==> src/rtl/bit_deserializer.sv <==
// rtl/bit_deserializer.sv - serial-to-parallel word packer with valid/ready output and sticky drop flag
module bit_deserializer #(
    parameter int WIDTH     = 8,
    parameter bit MSB_FIRST = 1'b0
) (
    input  logic                         clk,
    input  logic                         reset,
    input  logic                         bit_i,
    input  logic                         bit_valid_i,
    output logic [WIDTH-1:0]             word_o,
    output logic                         word_valid_o,
    input  logic                         word_ready_i,
    output logic [$clog2(WIDTH+1)-1:0]   bit_cnt_o,
    output logic                         overflow_o
);
    localparam int CW = $clog2(WIDTH+1);

    typedef enum logic {S_EMPTY, S_FULL} state_t;

    state_t           r_state;
    logic [WIDTH-1:0] r_shift;
    logic [WIDTH-1:0] r_word;
    logic [CW-1:0]    r_cnt;
    logic             r_valid;
    logic             r_ovf;

    logic [WIDTH-1:0] w_next_shift;
    logic             w_complete;

    always_comb begin
        w_next_shift = r_shift;
        if (MSB_FIRST)
            w_next_shift = {r_shift[WIDTH-2:0], bit_i};
        else
            w_next_shift = {bit_i, r_shift[WIDTH-1:1]};
        w_complete = bit_valid_i && (r_cnt == CW'(WIDTH-1));
    end

    // The collector never stalls; a full holder without a handshake drops the new word.
    always_ff @(posedge clk) begin
        if (reset) begin
            r_state <= S_EMPTY;
            r_shift <= '0;
            r_word  <= '0;
            r_cnt   <= '0;
            r_valid <= 1'b0;
            r_ovf   <= 1'b0;
        end else begin
            if (bit_valid_i) begin
                r_shift <= w_next_shift;
                r_cnt   <= w_complete ? '0 : r_cnt + CW'(1);
            end
            case (r_state)
                S_EMPTY: begin
                    if (w_complete) begin
                        r_word  <= w_next_shift;
                        r_valid <= 1'b1;
                        r_state <= S_FULL;
                    end
                end
                S_FULL: begin
                    if (w_complete) begin
                        if (word_ready_i)
                            r_word <= w_next_shift;
                        else
                            r_ovf <= 1'b1;
                    end else if (word_ready_i) begin
                        r_valid <= 1'b0;
                        r_state <= S_EMPTY;
                    end
                end
                default: begin
                    r_valid <= 1'b0;
                    r_state <= S_EMPTY;
                end
            endcase
        end
    end

    assign word_o       = r_word;
    assign word_valid_o = r_valid;
    assign bit_cnt_o    = r_cnt;
    assign overflow_o   = r_ovf;

endmodule

==> config.mk <==
export PLATFORM = sky130hd
export DESIGN_NAME = bit_deserializer
export DESIGN_NICKNAME = d
export VERILOG_FILES = /design/src/rtl/bit_deserializer.sv
export SDC_FILE = /design/constraint.sdc
export NUM_CORES = 1
export LEC_CHECK = 0
export CORE_MARGIN = 2
export CORE_UTILIZATION = 35
export CTS_BUF_LIST = sky130_fd_sc_hd__clkbuf_4 sky130_fd_sc_hd__clkbuf_8
export DETAILED_ROUTE_END_ITERATION = 10
export PLACE_DENSITY = 0.61
export SYNTH_ARGS = -nofsm -noshare
export SYNTH_HDL_FRONTEND = slang
export SYNTH_SLANG_ARGS = --single-unit
==> constraint.sdc <==
create_clock -name clk -period 3.6 [get_ports clk]
set_input_delay 1.08 -clock clk [delete_from_list [all_inputs] [get_ports clk]]
set_output_delay 1.08 -clock clk [all_outputs]
set_load 0.02 [all_outputs]
==> summary.md, run 1 <==
| Metric | Value |
|---|---|
| Layout area overhead | 27.2% |
| DRC violations left | 0 |
| DR vias | about 650 |
| CP max FO | 5 |
| Slew Viols, Final | 0 |
| Reg2Reg Depth | 6 |
| Setup Skew | roughly 6.6 ps |
| Clock Pin Slew Worst Setup and Hold Paths | ~130 ps |
| Critical R2R Launch | bit_cnt_o[0]$_SDFFE_PP0P_ |
| Setup violations, final | 0 |
| Initial Util | a little under two fifths |
| Crit share post-route | around 70% |
| DRT Pass-1 Iters | 2 |
| F_max | just over 0.4 GHz |
| Hold depth | 2 |
| WL/cell | between 10 and 15 µm |
| Lkg Pwr | roughly 0.44 nW |
| Detailed Route WL | about 1.5 mm |
| Internal power | about 0.38 mW |
| Commonest non-fill, non-tap cell in the layout | dfxtp_1 |
| Slew @ Worst Pin | between 800 and 900 ps |
| First-pass GRT wire length | 2.59 mm |
| Buf/Inv on CP | 1 |
| Io pins | 19 |
| Flop-to-flop setup slack | about 1800 ps |
| Comb power frac | about 6.3% |
| Die Wd | roughly 56 µm |
| Synth Register Bits | 22 |
| Post-DP HPWL | 1.08 mm |
| Std cell rows | 18 |
| Outcome | complete, no violations |
| Hold path startpoint | word_o[6]$_SDFFE_PP0P_ |
| Power per cell area | slightly below 400 mW/mm² |
| Sw Share | ~20% |
| Largest net degree at the start of global routing | 31 |
| Sink Count | 22 |
| Core region area | ~0.0025 mm² |
| Initial DRC Count | 1 |
| Clock Power Share | 40.5% |
| CTS Buf Count | 3 |
| Syn Nets | between 90 and 100 |
| Worst endpoint required time | approximately 2500 ps |
| Multi-input logic area | approximately 450 µm² |
| Hold buffers post-CTS | 0 |
| Clock buffer depth | 2 |
| Reg2reg end | word_o[4]$_SDFFE_PP0P_ |
| Commonest cells after routing, fill and taps aside | 22 x dfxtp_1, 18 x clkdlybuf4s50_1, 17 x nand2b_1 |
| Die H | ~56 µm |
| Overflow after GRT | 0 |
| Critical path cell sequence | clkdlybuf4s50_1 |
| Post-CTS sizing | 0 |
| Average size of a mapped cell | approximately 10 µm² |
| Vias per cell | 4.64 |
| Layout Nets | ~120 |
| Fin crit period | ~2500 ps |
| Data arrival, critical path | approximately 1400 ps |
| Fin util | ~47% |
| Register Area | ~440 µm² |
| Initial antenna violation count | 0 |
| Buffer count from post-CTS setup fixing | 0 |
| Synth Warn # | 0 |
| Sequential share of the synthesized area | a little under half |
| Share of layout cells above drive strength 1 | under 10% |
| Post-DRT Antenna Nets | 0 |
| Net Switching | around 0.094 mW |
| CP Class | reg -> out |
| Final hold vios | 0 |
| CP endpoint kind | output port |
| Vias in the first global route | ~610 |
| H-tree depth | 1 |
| CTS root buffer | clkbuf_4 |
| Slowest-stage cell, CP | clkdlybuf4s50_1 |
| Netlist Area Pre-Place | about 930 µm² |
| Area of the die | 0.00308 mm² |
| Reg power frac | a little over half |
| VDD IR-drop max | roughly 0.26 mV |
| GRT Total Usage | approximately a tenth |
| Clk_lat worst skew | between 300 and 400 ps |
| CTS tree | built |
| Hold Path Class | reg -> reg |
| RSZ-0062 raised after global routing | no |
| Dpl cell area | between 0.001 and 0.0015 mm² |
| Post-route cell area | 0.00118 mm² |
| TNS Setup | 0 ps |
| Worst Hold End | word_o[6]$_SDFFE_PP0P_ |
| Number of I/O port buffers | 18 |
| CP Launch Type | register |
| Final GP Congestion | slightly below 0.7 |
| Max Cap Violations | 0 |
| Critical Path Max Stage Delay | approximately 630 ps |
| ANT cells | 0 |
| Relative slew slack | between 40 and 50% |
| Synth Instances | 90 |
| CP top delay family | buffers and inverters |
| Synth cell types | 21 |
| Filler cells | around 240 |
-- power by group through the flow --
stage	sequential, mW	combinational [mW]	clock (mW)
after floorplan	0.257	0.0168	0
after global placement	0.255	0.0292	0
after detailed placement	0.255	0.0299	0
after CTS	0.250	0.0300	0.198
after global routing	0.250	0.0319	0.207
final	0.250	0.0293	0.190
-- routing by layer --
metal / vias up / global-route usage (%) / part of all wire (%)
met1: 298 / 12.6 / 47
met3: 5 / 2.11 / 2.7
met5: - / 0 / 0
li1: 335 / - / -
met4: 0 / 7.32 / 2.7
met2: 7 / 17.0 / 47
-- per-stage QoR --
stage / hold WS, ps / power (mW) / instances / setup WS [ps]
floorplan: 451 / 0.274 / 90 / 1540
global placement: 456 / 0.284 / 135 / 947
detailed placement: 462 / 0.285 / 135 / 897
CTS: 486 / 0.478 / 139 / 1110
global route: 503 / 0.489 / 139 / 1080
finish: 482 / 0.469 / 139 / 1140
-- registers in the layout, indices dropped and copies added, names as in the netlist --
register      flops
word_o            8
r_shift           7
bit_cnt_o         4
overflow_o        1
r_state           1
word_valid_o      1
-- cell usage after synthesis --
cell       n  area [µm²]
nor3b_2    1        12.5
clkbuf_1   1        3.75
inv_1      1        3.75
o21ba_1    1        10.0
nand2b_1  17         106
a22oi_1    1        7.51
ha_1       3        37.5
nand4b_1   1        8.76
buf_4      1        7.51
buf_6      1        11.3
buf_2      2        10.0
mux2i_1   16         160
or3_1      1        6.26
a21oi_1    3        15.0
nand2_1    3        11.3
dfxtp_1   22         440
nand4_1    1        6.26
nand2b_4   1        13.8
xor2_1     1        8.76
nor2_1    11        41.3
nand3b_1   1        7.51
-- worst max-delay path by stage --
stage / to / start / slack [ps] / cells past startpoint
2_1_floorplan: word_o[0]$_SDFFE_PP0P_ / bit_valid_i / 1540 / 5
3_3_place_gp: word_o[1]$_SDFFE_PP0P_ / bit_valid_i / 950 / 6
3_5_place_dp: word_o[0]$_SDFFE_PP0P_ / bit_valid_i / 900 / 6
4_1_cts: bit_cnt_o[0] / bit_cnt_o[0]$_SDFFE_PP0P_ / 1110 / 1
5_1_grt: bit_cnt_o[0] / bit_cnt_o[0]$_SDFFE_PP0P_ / 1080 / 1
6_report: bit_cnt_o[0] / bit_cnt_o[0]$_SDFFE_PP0P_ / 1140 / 1
-- tightest hold or removal path, delay by kind of cell, from the launching register on --
family / cells / cell delay (ps)
DFF: 1 / 330
and+or+nand+nor: 1 / 60
muxes: 1 / 60
-- cell type report --
class | count | area share (%)
multi-input cells | 62 | 38.3
flip-flops and latches | 22 | 37.2
repair buffers | 20 | 16.5
well taps | 30 | 3.17
clock inverters | 1 | 2.54
clock buffers | 3 | 1.90
inverters | 1 | 0.317
-- logic make-up after synthesis --
group | after synthesis | synth area share (%)
flops | 22 | 47.4
fa+ha+maj | 3 | 4.04
compound gates | 5 | 3.50
buf+inv | 6 | 3.90
mux | 16 | 17.2
xor+xnor | 1 | 0.942
simple gates | 37 | 23.0
(Power assumes the default switching activity.)
==> inputs of run 2 (changes only) <==
- clock period: 3.6 -> 2.55 ns (I/O delays scaled with it)
==> summary.md, run 2 (same netlist as run 1, synthesis figures left out) <==
| Metric | Value |
|---|---|
| Clock Pin Slew Worst Setup and Hold Paths | ~120 ps |
| Worst Hold End | word_o[1]$_SDFFE_PP0P_ |
| Hold path startpoint | word_o[1]$_SDFFE_PP0P_ |
| Slew @ Worst Pin | approximately 240 ps |
| Final GP Congestion | 0.704 |
| Register Area | 440 µm² |
| Core region area | between 0.002 and 0.0025 mm² |
| Std cell rows | 18 |
| CP max FO | 5 |
| H-tree depth | 1 |
| Commonest non-fill, non-tap cell in the layout | dfxtp_1 |
| DRC violations left | 0 |
| Largest net degree at the start of global routing | 31 |
| Reg2Reg Depth | 6 |
| Crit share post-route | 83.0% |
| Die H | 55.5 µm |
| Layout Nets | roughly 120 |
| Initial antenna violation count | 0 |
| Sink Count | 22 |
| First-pass GRT wire length | around 2.6 mm |
| DRT Pass-1 Iters | 3 |
| Commonest cells after routing, fill and taps aside | 22 x dfxtp_1, 18 x clkdlybuf4s50_1, 17 x nand2b_1 |
| Clock Power Share | between 30% and 40% |
| GRT Total Usage | between 10% and 20% |
| CP top delay family | buffers and inverters |
| Reg power frac | 60.4% |
| Critical path cell sequence | clkdlybuf4s50_1 |
| Share of layout cells above drive strength 1 | between 8 and 9% |
| ANT cells | 0 |
| Final hold vios | 0 |
| Relative slew slack | a little over four fifths |
| Fin crit period | about 2100 ps |
| Post-CTS sizing | 0 |
| Multi-input logic area | roughly 450 µm² |
| Worst endpoint required time | roughly 1800 ps |
| Clk_lat worst skew | 300 ps |
| Detailed Route WL | approximately 1.5 mm |
| Initial DRC Count | 2 |
| Buf/Inv on CP | 1 |
| TNS Setup | 0 ps |
| Critical R2R Launch | bit_cnt_o[0]$_SDFFE_PP0P_ |
| Max Cap Violations | 0 |
| Initial Util | between 30 and 40% |
| Hold buffers post-CTS | 0 |
| Lkg Pwr | 0.437 nW |
| Vias per cell | approximately 4.6 |
| Max reg flops | 8 |
| CP Class | reg -> out |
| Slowest-stage cell, CP | clkdlybuf4s50_1 |
| Area of the die | around 0.0031 mm² |
| CTS Buf Count | 3 |
| Hold Path Class | reg -> reg |
| Comb power frac | around 7.2% |
| Overflow after GRT | 0 |
| Layout area overhead | 26.2% |
| CTS tree | built |
| Data arrival, critical path | around 1400 ps |
| Post-DP HPWL | 1.07 mm |
| Sw Share | between 20% and 30% |
| Setup Skew | approximately 7.4 ps |
| Post-DRT Antenna Nets | 0 |
| RSZ-0062 raised after global routing | no |
| Internal power | 0.459 mW |
| DR vias | around 650 |
| F_max | between 0.4 and 0.5 GHz |
| Critical Path Max Stage Delay | between 600 and 700 ps |
| Outcome | complete, no violations |
| WL/cell | 10.7 µm |
| Clock buffer depth | 2 |
| Filler cells | roughly 250 |
| Number of I/O port buffers | 18 |
| Net Switching | approximately 0.12 mW |
| Fin util | about 47% |
| Setup violations, final | 0 |
| Io pins | 19 |
| Slew Viols, Final | 0 |
| CP Launch Type | register |
| Vias in the first global route | between 600 and 700 |
| VDD IR-drop max | 0.422 mV |
| CP endpoint kind | output port |
| Buffer count from post-CTS setup fixing | 0 |
| Flop-to-flop setup slack | between 700 and 800 ps |
| Power per cell area | 497 mW/mm² |
| Reg2reg end | word_o[1]$_SDFFE_PP0P_ |
| Die Wd | 55.5 µm |
| Hold depth | 2 |
| CTS root buffer | clkbuf_4 |
## run 2: how the worst max path moves through the flow
stage | start | endpoint | depth (start not counted)
floorplan | bit_valid_i | word_o[0]$_SDFFE_PP0P_ | 5
global placement | bit_valid_i | word_o[1]$_SDFFE_PP0P_ | 6
detailed placement | bit_valid_i | word_o[6]$_SDFFE_PP0P_ | 6
CTS | bit_cnt_o[0]$_SDFFE_PP0P_ | bit_cnt_o[0] | 1
global route | bit_cnt_o[0]$_SDFFE_PP0P_ | bit_cnt_o[0] | 1
finish | bit_cnt_o[0]$_SDFFE_PP0P_ | bit_cnt_o[0] | 1
## run 2: power by group through the flow
stage	Clock, mW	Sequential, mW	Combinational, mW
final	0.189	0.352	0.0423
after global routing	0.210	0.353	0.0461
after CTS	0.200	0.353	0.0430
after detailed placement	0	0.360	0.0429
after global placement	0	0.360	0.0422
after floorplan	0	0.362	0.0237
## run 2: final cells by class
type	count	share of cell area, %
Inverter	1	0.320
Clock buffer	4	3.09
Timing Repair Buffer	21	17.3
Multi-Input combinational cell	62	38.6
Tap cell	30	3.20
Sequential cell	22	37.5
## run 2: stage by stage
stage          setup slack, ps  hold WS (ps)  total power, mW  std cells  instance area (µm²)
3_3_place_gp               211           456            0.402        136                 1140
5_1_grt                    358           499            0.610        140                 1170
2_1_floorplan              802           451            0.386         90                  930
6_report                   433           478            0.583        140                 1170
4_1_cts                    419           486            0.596        140                 1170
3_5_place_dp               180           463            0.403        136                 1140
## run 2: worst register-to-register path, cell delays in order (launching register included)
cell and delay [ps]:
dfxtp_1 420, ha_1 220, nand4b_1 220, ha_1 260, nor3b_2 170, buf_4 210, mux2i_1 200
## run 2: layer usage
metal / track usage (%) / vias up / wire [µm]
met5: 0 / - / 0
met4: 2.09 / 0 / 10
met3: 4.92 / 2 / 42
met2: 17.3 / 6 / 699
met1: 13.2 / 299 / 740
li1: - / 341 / -
==> inputs of run 3 (changes only) <==
- clock period: 2.55 -> 2.2 ns (I/O delays scaled with it)
==> summary.md, run 3 (same netlist as run 1, synthesis figures left out) <==
| Metric | Value |
|---|---|
| Initial Util | a little under two fifths |
| Wire length on met3 | approximately 47 µm |
| GRT Total Usage | about a tenth |
| Power per cell area | between 500 and 600 mW/mm² |
| Number of I/O port buffers | 18 |
| Max Cap Violations | 0 |
| Final Hold Slack | 482 ps |
| Fin cells | between 100 and 150 |
| Final WS setup | roughly 190 ps |
| RSZ-0062 raised after global routing | no |
| Final hold vios | 0 |
| WL/cell | 10.9 µm |
| DRT Pass-1 Iters | 3 |
| CP Class | reg -> out |
| F_max | 0.497 GHz |
| Cells after DPL | between 100 and 150 |
| Post-CTS sizing | 0 |
| Critical path cell sequence | clkdlybuf4s50_1 |
| DRC violations left | 0 |
| Initial DRC Count | 6 |
| CP Launch Type | register |
| Final GP Congestion | approximately 0.69 |
| Hold buffers post-CTS | 0 |
| Vias per cell | between 4 and 5 |
| Buffer count from post-CTS setup fixing | 0 |
| CP max FO | 5 |
| Die Wd | roughly 56 µm |
| Post-DP HPWL | 1.11 mm |
| Filler cells | around 260 |
| Dpl cell area | approximately 0.0012 mm² |
| Area of the die | around 0.003 mm² |
| Slew @ Worst Pin | 242 ps |
| Outcome | complete, no violations |
| WP depth | 1 |
| Hold Path Class | reg -> reg |
| Core region area | between 0.002 and 0.0025 mm² |
| Post-DRT Antenna Nets | 0 |
| H-tree depth | 1 |
| Top routing layer in use | met4 |
| Initial antenna violation count | 0 |
| Commonest non-fill, non-tap cell in the layout | dfxtp_1 |
| CTS Buf Count | 3 |
| Worst endpoint required time | 1540 ps |
| Max reg flops | 8 |
| Lkg Pwr | 0.440 nW |
| Place WS | -80.9 ps |
| Critical Path Max Stage Delay | between 600 and 700 ps |
| Detailed Route WL | approximately 1.5 mm |
| Hold depth | 2 |
| Largest net degree at the start of global routing | 31 |
| Reg2Reg Depth | 6 |
| CTS tree | built |
| VDD IR-drop max | a little over 0.4 mV |
| Clock buffer depth | 2 |
| Slowest-stage cell, CP | clkdlybuf4s50_1 |
| Crit share post-route | between 90% and 100% |
| Relative slew slack | between 80 and 90% |
| Overflow after GRT | 0 |
| Io pins | 19 |
| Detail Route met2 WL | roughly 760 µm |
| Fin crit period | around 2000 ps |
| ANT cells | 0 |
| Data arrival, critical path | around 1400 ps |
| Std cell rows | 18 |
| Sink Count | 22 |
| CP endpoint kind | output port |
| Layout Nets | roughly 120 |
| Setup violations, final | 0 |
| First-pass GRT wire length | ~2.6 mm |
| Slew Viols, Final | 0 |
| Die H | approximately 56 µm |
| Clock Pin Slew Worst Setup and Hold Paths | 120 ps |
| Post-route cell area | approximately 0.0012 mm² |
| Clk_lat worst skew | 300 ps |
| Share of layout cells above drive strength 1 | a little under a tenth |
| Commonest cells after routing, fill and taps aside | 22 x dfxtp_1, 18 x clkdlybuf4s50_1, 17 x nand2b_1 |
| CP top delay family | buffers and inverters |
| Vias in the first global route | 560 |
| Fin util | between 40% and 50% |
| CTS root buffer | clkbuf_4 |
| DR vias | 650 |
| Buf/Inv on CP | 1 |
| Met1 wire length | 709 µm |
| Layout area overhead | 26.4% |
| Setup Skew | ~12 ps |
## run 3: cell types whose count changed in the layout (fill, tap and decap cells not counted), sizes merged
cell    previous run  this run
buf                3         5
clkbuf             4         3
## run 3: final timing paths
| path | from | endpoint | slack [ps] |
|---|---|---|---|
| worst max-delay path | bit_cnt_o[0]$_SDFFE_PP0P_ | bit_cnt_o[0] | 190 |
| worst min-delay path | word_o[5]$_SDFFE_PP0P_ | word_o[5]$_SDFFE_PP0P_ | 480 |
| worst max register to register | bit_cnt_o[0]$_SDFFE_PP0P_ | word_o[4]$_SDFFE_PP0P_ | 490 |
| worst min register to register | word_o[5]$_SDFFE_PP0P_ | word_o[5]$_SDFFE_PP0P_ | 480 |
## run 3: final cells by class
type	instances	area (µm²)	share of cell area [%]
multi-input cells	62	453	38.6
well taps	30	37.5	3.19
flip-flops and latches	22	440	37.5
inverters	1	3.75	0.319
repair buffers	23	218	18.5
clock buffers	3	22.5	1.92
## run 3: metrics by stage
| stage | total power, mW | setup TNS [ps] |
|---|---|---|
| floorplan | 0.448 | 0 |
| global placement | 0.467 | 0 |
| detailed placement | 0.467 | -354 |
| CTS | 0.648 | 0 |
| global route | 0.668 | 0 |
| finish | 0.634 | 0 |
## run 3: where the power goes
part	switching, mW	internal [mW]	total (mW)	leakage (nW)
Sequential	0.00514	0.403	0.409	0.178
Clock	0.113	0.0638	0.177	0.0138
Combinational	0.0216	0.0271	0.0487	0.248
## run 3: routing by layer
layer / global-route usage (%) / vias to the layer above
met4: 2.09 / 0
met1: 13.7 / 298
met3: 4.92 / 2
met5: 0 / -
met2: 16.5 / 6
li1: - / 344
